[src/rtl/cci_mpf_pipe_req_buf_pkg.sv]
// Shared types and helpers for the pipelined request buffer.
package cci_mpf_pipe_req_buf_pkg;

    // Quiesce controller states: normal traffic, draining, drained and idle.
    typedef enum logic [1:0] {
        ST_RUN   = 2'd0,
        ST_DRAIN = 2'd1,
        ST_IDLE  = 2'd2
    } state_t;

    // Bits needed to count 0..maxReqs outstanding requests.
    function automatic int cntWidth(input int maxReqs);
        return $clog2(maxReqs + 1);
    endfunction

    // Counter width for the default outstanding-request limit of 128.
    localparam int DEFAULT_CNT_W = cntWidth(128);

endpackage

[src/rtl/cci_mpf_pipe_req_buf_chan.sv]
// One request channel: a small FIFO plus a counter of issued-but-unretired requests.
module cci_mpf_pipe_req_buf_chan
    import cci_mpf_pipe_req_buf_pkg::*;
#(
    parameter int DATA_WIDTH        = 64,
    parameter int DEPTH             = 16,
    parameter int ALMOST_FULL_SLACK = 8,
    parameter int MAX_ACTIVE_REQS   = 128,
    parameter int CNT_W             = cntWidth(MAX_ACTIVE_REQS)
) (
    input  logic                  clk,
    input  logic                  reset,
    input  logic                  i_wrValid,
    input  logic [DATA_WIDTH-1:0] i_wrData,
    input  logic                  i_forceAlmostFull,
    input  logic                  i_outAlmostFull,
    input  logic                  i_retire,
    output logic                  o_almostFull,
    output logic                  o_issue,
    output logic [DATA_WIDTH-1:0] o_issueData,
    output logic [CNT_W-1:0]      o_activeCnt,
    output logic                  o_idle,
    output logic                  o_overflow,
    output logic                  o_underflow
);

    localparam int AW = $clog2(DEPTH);
    localparam logic [AW:0] THRESH = (AW+1)'(DEPTH - ALMOST_FULL_SLACK);

    logic [DATA_WIDTH-1:0] r_mem [DEPTH];
    logic [AW-1:0]         r_rdPtr;
    logic [AW-1:0]         r_wrPtr;
    logic [AW:0]           r_count;
    logic [CNT_W-1:0]      r_active;
    logic                  r_almostFull;

    logic                  w_full;
    logic                  w_issue;
    logic                  w_push;
    logic [AW:0]           w_countNext;
    logic [CNT_W-1:0]      w_activeNext;
    logic                  w_underflow;

    // A full FIFO still takes a write when an entry leaves in the same cycle.
    assign w_full      = (r_count == (AW+1)'(DEPTH));
    assign w_issue     = (r_count != '0) && !i_outAlmostFull &&
                         (r_active < CNT_W'(MAX_ACTIVE_REQS));
    assign w_push      = i_wrValid && (!w_full || w_issue);
    assign w_countNext = r_count + (AW+1)'(w_push) - (AW+1)'(w_issue);

    assign o_issue      = w_issue;
    assign o_issueData  = r_mem[r_rdPtr];
    assign o_activeCnt  = r_active;
    assign o_almostFull = r_almostFull;
    assign o_idle       = (r_count == '0) && (r_active == '0);
    assign o_overflow   = i_wrValid && w_full && !w_issue;
    assign o_underflow  = w_underflow;

    // Outstanding count: issue adds one, retire removes one, a retire with nothing outstanding is an error.
    always_comb begin
        w_activeNext = r_active;
        w_underflow  = 1'b0;
        if (w_issue && !i_retire) begin
            w_activeNext = r_active + CNT_W'(1);
        end else if (!w_issue && i_retire) begin
            if (r_active == '0) begin
                w_underflow = 1'b1;
            end else begin
                w_activeNext = r_active - CNT_W'(1);
            end
        end
    end

    // Payload storage needs no reset; pointers and count decide what is valid.
    always_ff @(posedge clk) begin
        if (w_push) begin
            r_mem[r_wrPtr] <= i_wrData;
        end
    end

    // Pointers, occupancy, outstanding count and the registered backpressure flag.
    always_ff @(posedge clk or posedge reset) begin
        if (reset) begin
            r_rdPtr      <= '0;
            r_wrPtr      <= '0;
            r_count      <= '0;
            r_active     <= '0;
            r_almostFull <= 1'b0;
        end else begin
            if (w_push) begin
                r_wrPtr <= r_wrPtr + AW'(1);
            end
            if (w_issue) begin
                r_rdPtr <= r_rdPtr + AW'(1);
            end
            r_count      <= w_countNext;
            r_active     <= w_activeNext;
            r_almostFull <= (w_countNext >= THRESH) || i_forceAlmostFull;
        end
    end

endmodule

[src/rtl/cci_mpf_pipe_req_buf.sv]
// Multi-channel request buffer with per-channel outstanding limits and a quiesce controller.
module cci_mpf_pipe_req_buf
    import cci_mpf_pipe_req_buf_pkg::*;
#(
    parameter int N_CHANNELS        = 2,
    parameter int DATA_WIDTH        = 64,
    parameter int DEPTH             = 16,
    parameter int ALMOST_FULL_SLACK = 8,
    parameter int MAX_ACTIVE_REQS   = 128
) (
    input  logic                                                clk,
    input  logic                                                reset,
    input  logic [N_CHANNELS-1:0]                               in_valid,
    input  logic [N_CHANNELS*DATA_WIDTH-1:0]                    in_data,
    output logic [N_CHANNELS-1:0]                               in_almost_full,
    output logic [N_CHANNELS-1:0]                               out_valid,
    output logic [N_CHANNELS*DATA_WIDTH-1:0]                    out_data,
    input  logic [N_CHANNELS-1:0]                               out_almost_full,
    input  logic [N_CHANNELS-1:0]                               rsp_retire,
    input  logic                                                quiesce_req,
    output logic                                                quiesce_ack,
    output logic [N_CHANNELS*cntWidth(MAX_ACTIVE_REQS)-1:0]     active_cnt,
    output logic                                                overflow_err,
    output logic                                                underflow_err
);

    localparam int CNT_W = cntWidth(MAX_ACTIVE_REQS);

    state_t                r_state;
    state_t                w_stateNext;
    logic                  r_quiesceAck;
    logic                  r_overflowErr;
    logic                  r_underflowErr;
    logic                  w_forceAlmostFull;
    logic [N_CHANNELS-1:0] w_chanIdle;
    logic [N_CHANNELS-1:0] w_chanOverflow;
    logic [N_CHANNELS-1:0] w_chanUnderflow;

    // Channels only block producers while leaving RUN; issue keeps going in DRAIN.
    assign w_forceAlmostFull = (w_stateNext != ST_RUN);

    genvar c;
    generate
        for (c = 0; c < N_CHANNELS; c++) begin : g_chan
            cci_mpf_pipe_req_buf_chan #(
                .DATA_WIDTH        (DATA_WIDTH),
                .DEPTH             (DEPTH),
                .ALMOST_FULL_SLACK (ALMOST_FULL_SLACK),
                .MAX_ACTIVE_REQS   (MAX_ACTIVE_REQS),
                .CNT_W             (CNT_W)
            ) u_chan (
                .clk               (clk),
                .reset             (reset),
                .i_wrValid         (in_valid[c]),
                .i_wrData          (in_data[c*DATA_WIDTH +: DATA_WIDTH]),
                .i_forceAlmostFull (w_forceAlmostFull),
                .i_outAlmostFull   (out_almost_full[c]),
                .i_retire          (rsp_retire[c]),
                .o_almostFull      (in_almost_full[c]),
                .o_issue           (out_valid[c]),
                .o_issueData       (out_data[c*DATA_WIDTH +: DATA_WIDTH]),
                .o_activeCnt       (active_cnt[c*CNT_W +: CNT_W]),
                .o_idle            (w_chanIdle[c]),
                .o_overflow        (w_chanOverflow[c]),
                .o_underflow       (w_chanUnderflow[c])
            );
        end
    endgenerate

    assign quiesce_ack   = r_quiesceAck;
    assign overflow_err  = r_overflowErr;
    assign underflow_err = r_underflowErr;

    // Quiesce sequencing: a started drain always runs to IDLE even if the request drops.
    always_comb begin
        w_stateNext = r_state;
        case (r_state)
            ST_RUN:   if (quiesce_req)  w_stateNext = ST_DRAIN;
            ST_DRAIN: if (&w_chanIdle)  w_stateNext = ST_IDLE;
            ST_IDLE:  if (!quiesce_req) w_stateNext = ST_RUN;
            default:  w_stateNext = ST_RUN;
        endcase
    end

    // State register, registered acknowledge and sticky error flags.
    always_ff @(posedge clk or posedge reset) begin
        if (reset) begin
            r_state        <= ST_RUN;
            r_quiesceAck   <= 1'b0;
            r_overflowErr  <= 1'b0;
            r_underflowErr <= 1'b0;
        end else begin
            r_state        <= w_stateNext;
            r_quiesceAck   <= (w_stateNext == ST_IDLE);
            r_overflowErr  <= r_overflowErr  | (|w_chanOverflow);
            r_underflowErr <= r_underflowErr | (|w_chanUnderflow);
        end
    end

endmodule

[config.mk]
export PLATFORM = sky130hd
export DESIGN_NAME = cci_mpf_pipe_req_buf
export DESIGN_NICKNAME = d
export VERILOG_FILES = /design/src/rtl/cci_mpf_pipe_req_buf_pkg.sv /design/src/rtl/cci_mpf_pipe_req_buf_chan.sv /design/src/rtl/cci_mpf_pipe_req_buf.sv
export SDC_FILE = /design/constraint.sdc
export NUM_CORES = 2
export LEC_CHECK = 0
export BUFFER_PORTS_ARGS = -buffer_cell sky130_fd_sc_hd__buf_2
export CORE_ASPECT_RATIO = 1.1
export CORE_UTILIZATION = 60
export DETAILED_ROUTE_END_ITERATION = 16
export PLACE_DENSITY = 0.79
export REMOVE_ABC_BUFFERS = 1
export SLEW_MARGIN = 20
export SYNTH_ARGS = -nofsm -noshare
export SYNTH_HDL_FRONTEND = slang
export SYNTH_SLANG_ARGS = --single-unit
[constraint.sdc]
create_clock -name clk -period 7.3 [get_ports clk]
set_input_delay 1.46 -clock clk [delete_from_list [all_inputs] [get_ports clk]]
set_output_delay 1.46 -clock clk [all_outputs]
set_load 0.05 [all_outputs]
After elaboration in Yosys (flattened, before gate mapping)
Memories as Yosys holds them, arrays and structs flattened. Cells that the tools add are included.

Register bits: 49. Latch bits: 0. RAM bits: 2048. Memory bits (read-only): 0. Input bits: 137. Output and inout port bits: 151. Word-level logic and storage cells: 104. Memories kept: 2.

Memories: g_chan[0].u_chan.r_mem (depth 16, bits a word 64, rd ports 1, clocked after Yosys merged registers in 0, wr ports 1, line cci_mpf_pipe_req_buf_chan.sv:30) `logic [DATA_WIDTH-1:0] r_mem [DEPTH];`; g_chan[1].u_chan.r_mem (depth 16, bits a word 64, rd ports 1, clocked after Yosys merged registers in 0, wr ports 1, line cci_mpf_pipe_req_buf_chan.sv:30).

$add $sub $neg: 12. Multipliers: 0. Divide/modulo/power cells: 0. Order comparisons: 4. Equal/unequal tests: 7. Shifts and indexed selects: 0. Multiplexer cells: 20. Bitwise logic cells: 2. Reductions and logical operators: 43.

Operators with widths (number): $mux 8 (6); $add 4x1->4 const B (4); $add 8x1->8 const B (2); $logic_and 1x1->1 (16); $logic_not 8->1 (2); $lt 8x8->1 const B (2); $sub 8x1->8 const B (2); $add 5x1->5 (2); $eq 5x5->1 const B (2); $ge 5x4->1 const B (2); $logic_not 5->1 (2); $mux 1 (10); $reduce_bool 5->1 (2); $sub 5x1->5 (2); $logic_not 1->1 (8); $mux 2 (3); $pmux 2 s3 (1); $reduce_and 2->1 (3); $reduce_bool 2->1 (3); $eq 2x2->1 const B (2); $logic_or 1x1->1 (4); $ne 2x2->1 const B (2); $reduce_or 2->1 (2); $eq 2x1->1 const B (1); other kinds (2) (3).

Depth between registers and ports, before layout
Word-level depth: 9. Gate-level depth with buffers: 14. Depth with buffers taken out: 14.

Cells and area by module
From an unflattened synthesis, not the netlist that was laid out.

Cell total of the unflattened synthesis: 3152. Area, all modules: 79994.2 µm².

Modules (own cells, without submodules): cci_mpf_pipe_req_buf_chan at g_chan[0].u_chan (times used 1, cells an instance 1568, area each 39905.8 µm²); cci_mpf_pipe_req_buf_chan at g_chan[1].u_chan (times used 1, cells an instance 1568, area each 39898.3 µm²); cci_mpf_pipe_req_buf (times used 1, cells an instance 16, area each 190.2 µm²).

Worst setup path before layout
Ideal clock, no wire load.

Path kind: input port to flip-flop. Start point: input out_almost_full[1]. End point: memory g_chan[1].u_chan.r_mem[4][0], enable pin. Library setup time: 0.578 ns. Arrival time: 7.010 ns. Required time: 6.722 ns. Setup slack: -0.288 ns. Stages on the path: 6. Path buffers: 1. Path through: or2_1 -> and4_1 -> nor2b_1 -> buf_2 -> nand2_1 -> nor3b_1.

Cells in the longest elaborated chain, start to end: 7.

RTL lines: start: declaration (line cci_mpf_pipe_req_buf.sv:18) `input logic [N_CHANNELS-1:0] out_almost_full,`; $logic_not 1->1 (line cci_mpf_pipe_req_buf_chan.sv:46) `assign w_issue = (r_count != '0) && !i_outAlmostFull &&`; $logic_and 1x1->1 (2 in series) (line cci_mpf_pipe_req_buf_chan.sv:46); $logic_or 1x1->1 (line cci_mpf_pipe_req_buf_chan.sv:48) `assign w_push = i_wrValid && (!w_full || w_issue);`; $logic_and 1x1->1 (line cci_mpf_pipe_req_buf_chan.sv:48); net g_chan[1].u_chan.w_push (line cci_mpf_pipe_req_buf_chan.sv:39) `logic w_push;`; $mux 1 (line cci_mpf_pipe_req_buf_chan.sv:76) `if (w_push) begin`; $mux 1 (implied by the code) (line cci_mpf_pipe_req_buf_chan.sv:77) `r_mem[r_wrPtr] <= i_wrData;`; end: declaration (line cci_mpf_pipe_req_buf_chan.sv:30).

The timed path passes the listed nets, and every way through them passes these cells.

Worst setup path after layout
Start point: register g_chan[1].u_chan.r_rdPtr[1]. End point: output out_data[101].

Cells in the longest elaborated chain, start to end: 1.

RTL lines: start: declaration (line cci_mpf_pipe_req_buf_chan.sv:31) `logic [AW-1:0] r_rdPtr;`; start signal: assignment (line cci_mpf_pipe_req_buf_chan.sv:94) `r_rdPtr <= r_rdPtr + AW'(1);`; $mem_v2 16x64; end: declaration (line cci_mpf_pipe_req_buf.sv:17) `output logic [N_CHANNELS*DATA_WIDTH-1:0] out_data,`.

Every way passes these cells.

==> metrics <==
Rel. slew slack 23.8%; internal power 24.8 mW; PD cells 423 nW/um2; clock network fraction of total power 26.1%; post-synthesis sequential area ratio 78.4%; CP max stage delay 1.08 ns; CP Max Fanout 61; P_leak 28.4 nW; Mean Syn Cell Area 25.3 um2; Setup Skew 0.0354 ns; WP depth 4; pin count of the biggest net entering global routing 114; drt wl/cell 33.8 um; Chip Height 385 um; Psw 13.1 mW; grt total ovfl 0; share of Yosys cell area claimed by the top area cell type 76.9%; clk buf depth 3; Die X 350 um; global-route wire length before repair 267,000 um; CP startpoint g_chan[1].u_chan.r_rdPtr[1]$_DFFE_PP0P_; Yosys warning total 0; total power 37.9 mW; vias in the first global route 38.7k; CTS tree done; I/O Pins 288; input/output buffers 287; Placement Setup Slack 2.54 ns; Critical R2R Capture g_chan[1].u_chan.r_mem[7][29]$_DFFE_PP_; Post-CTS Setup Repair Bufs 0; fin crit share 74.7%; Worst-path clk slew 0.06 ns; Switching Fraction 34.5%; area grow syn2layout 12.1%; Hold Crit Start overflow_err$_DFF_PP0_; # resized after CTS 0; Setup crit end out_data[101]; total number of vias 36.5k; Reg2Reg Launch Point g_chan[1].u_chan.o_activeCnt[7]$_DFFE_PP0P_; synthesized cell area 80,000 um2; Main synth FF type edfxtp_1; class of the most critical setup path reg2out; most frequent cell after synthesis edfxtp_1; worst-path cell chain buf_4, mux4_2, mux4_2, buf_2; nets 3,731; drt total wl 186,000 um; final core utilization 67.8%; Max-Cap Viols 0; sequential share of power 40.6%; final non-filler cell total 5,495; Post-synth EDFFs 2,048; hold buffers post-CTS 0; initial antenna violation count 35; CP max stage cell dfrtp_4; Final WS setup 1.85 ns; Detailed Route Iter0 Violations 4,180; worst min-delay path class reg2reg; data arrival time of the worst path 3.99 ns; Setup crit end kind output port; combinational power share 33.3%; #FFs+latches synth 2,097; Yosys top cell by area edfxtp_1; num rows 140; placed instance count 5,132; Pins Over Slew Limit 0; H-tree depth 4; Total GRT Usage 28.2%; clock period minus worst slack 5.45 ns; Clock Tree Root clkbuf_16; Final ANT Viol Nets 0; Synth cell types 47; worst IR drop on VDD 0.439 mV; R2R cell count 7; die footprint 135,000 um2; top cells by count, synth 2,048 x edfxtp_1, 640 x mux4_2, 51 x clkbuf_1; Via density 6.64; Critical Path Most Common Cell mux4_2; Starting Density 60.5%; drt first pass iters 5; outcome finished clean; CP Data Required Time 5.84 ns; Fmax 0.183 GHz; Final Hold Viols 0; Synth async-reset ratio 2.34%; Detail Placement HPWL 91,400 um; Crit path max-delay family flip-flops; total CTS buffers 194; routability congestion estimate from global placement 0.768; WP buf/inv 2; Setup crit start kind flop; synth top area cells edfxtp_1 77%, mux4_2 18%, dfrtp_1 1.5%; RSZ-0062 raised after global routing false; Synth Instances 3,160; worst-margin pin slew 1.14 ns; drt drc 0; clk sinks 2,097; Clock Latency Late Sink 0.83 ns; r2r setup slk 3.55 ns; share of layout cells above drive strength 1 34.9%; Placeable Area 132,000 um2; Final Setup Violations 0
## cells in the final DEF (no fill, tap or decap), drive strengths merged, types with 4 or more instances in the layout
master	synthesis	routed
xnor2	20	20
nor4	4	4
bufinv	0	15
nor3b	6	6
a21o	6	6
and3	5	5
and2	9	9
clkinvlp	0	4
clkinv	0	65
nand4	5	5
edfxtp	2048	2048
nor3	8	8
a21oi	15	15
fa	4	4
diode	0	16
nor2	20	20
dfrtp	49	49
xor2	12	12
ha	36	36
nor2b	4	4
mux4	640	640
inv	26	39
buf	105	354
clkbuf	51	249
nand2	37	37
o21ai	20	20
## routing by layer
metal / vias to the layer above / wire length [um] / global-route usage (%)
met4: 26 / 6570 / 10.6
met3: 390 / 16500 / 6.47
met5: - / 152 / 0
met2: 2108 / 96900 / 47.3
met1: 19500 / 65900 / 36.4
li1: 14500 / - / -
## cells by family after synthesis
kind of cell             count (synthesis)  share of synthesized area (%)
flip-flops                            2097                           78.4
multiplexers                           642                           18.0
buffers and inverters                  182                           1.39
AND/OR/NAND/NOR                        112                          0.712
AO/OA/AOI/OAI                           55                          0.415
adder cells (fa/ha/maj)                 40                          0.663
XOR/XNOR                                32                          0.350
## worst min path at each step
stage	endpoint	slack, ns	cells after the start
after global placement	overflow_err$_DFF_PP0_	0.46	1
after floorplan	r_state[0]$_DFF_PP0_	0.47	1
after detailed placement	overflow_err$_DFF_PP0_	0.47	1
after CTS	overflow_err$_DFF_PP0_	0.50	1
after global routing	overflow_err$_DFF_PP0_	0.52	1
final	overflow_err$_DFF_PP0_	0.50	1
## power groups by stage
stage	clock (mW)	sequential [mW]	combinational [mW]
after floorplan	0	16.3	9.47
after global placement	0	15.5	12.3
after detailed placement	0	15.6	12.5
after CTS	10.0	15.4	12.7
after global routing	10.4	15.5	13.2
final	9.88	15.4	12.6
## sequential cells by signal, summed over array words and instances (netlist names)
register                    count
overflow_err                    1
quiesce_ack                     1
g_chan.u_chan.r_rdPtr           8
g_chan.u_chan.o_almostFull      2
underflow_err                   1
g_chan.u_chan.o_activeCnt      16
g_chan.u_chan.r_wrPtr           8
g_chan.u_chan.r_mem          2048
r_state                         2
g_chan.u_chan.r_count          10
## through the flow
step	instance area [um2]	TNS [ns]	hold slack, ns
3_3_place_gp	83500	0	0.465
2_1_floorplan	79000	-816.03	0.474
5_1_grt	89600	0	0.521
3_5_place_dp	83500	0	0.471
4_1_cts	89600	0	0.496
6_report	89600	0	0.495
## cell type report
| class | count | area [um2] |
|---|---|---|
| timing repair buffer | 354 | 2110 |
| clock inverter | 97 | 1010 |
| fill | 7585 | 42600 |
| tap | 1775 | 2220 |
| multi-input combinational | 881 | 16300 |
| clock buffer | 249 | 5070 |
| antenna | 16 | 40.0 |
| inverter | 26 | 97.6 |
| sequential | 2097 | 62800 |
No activity file was read; power rests on OpenSTA's default activity.
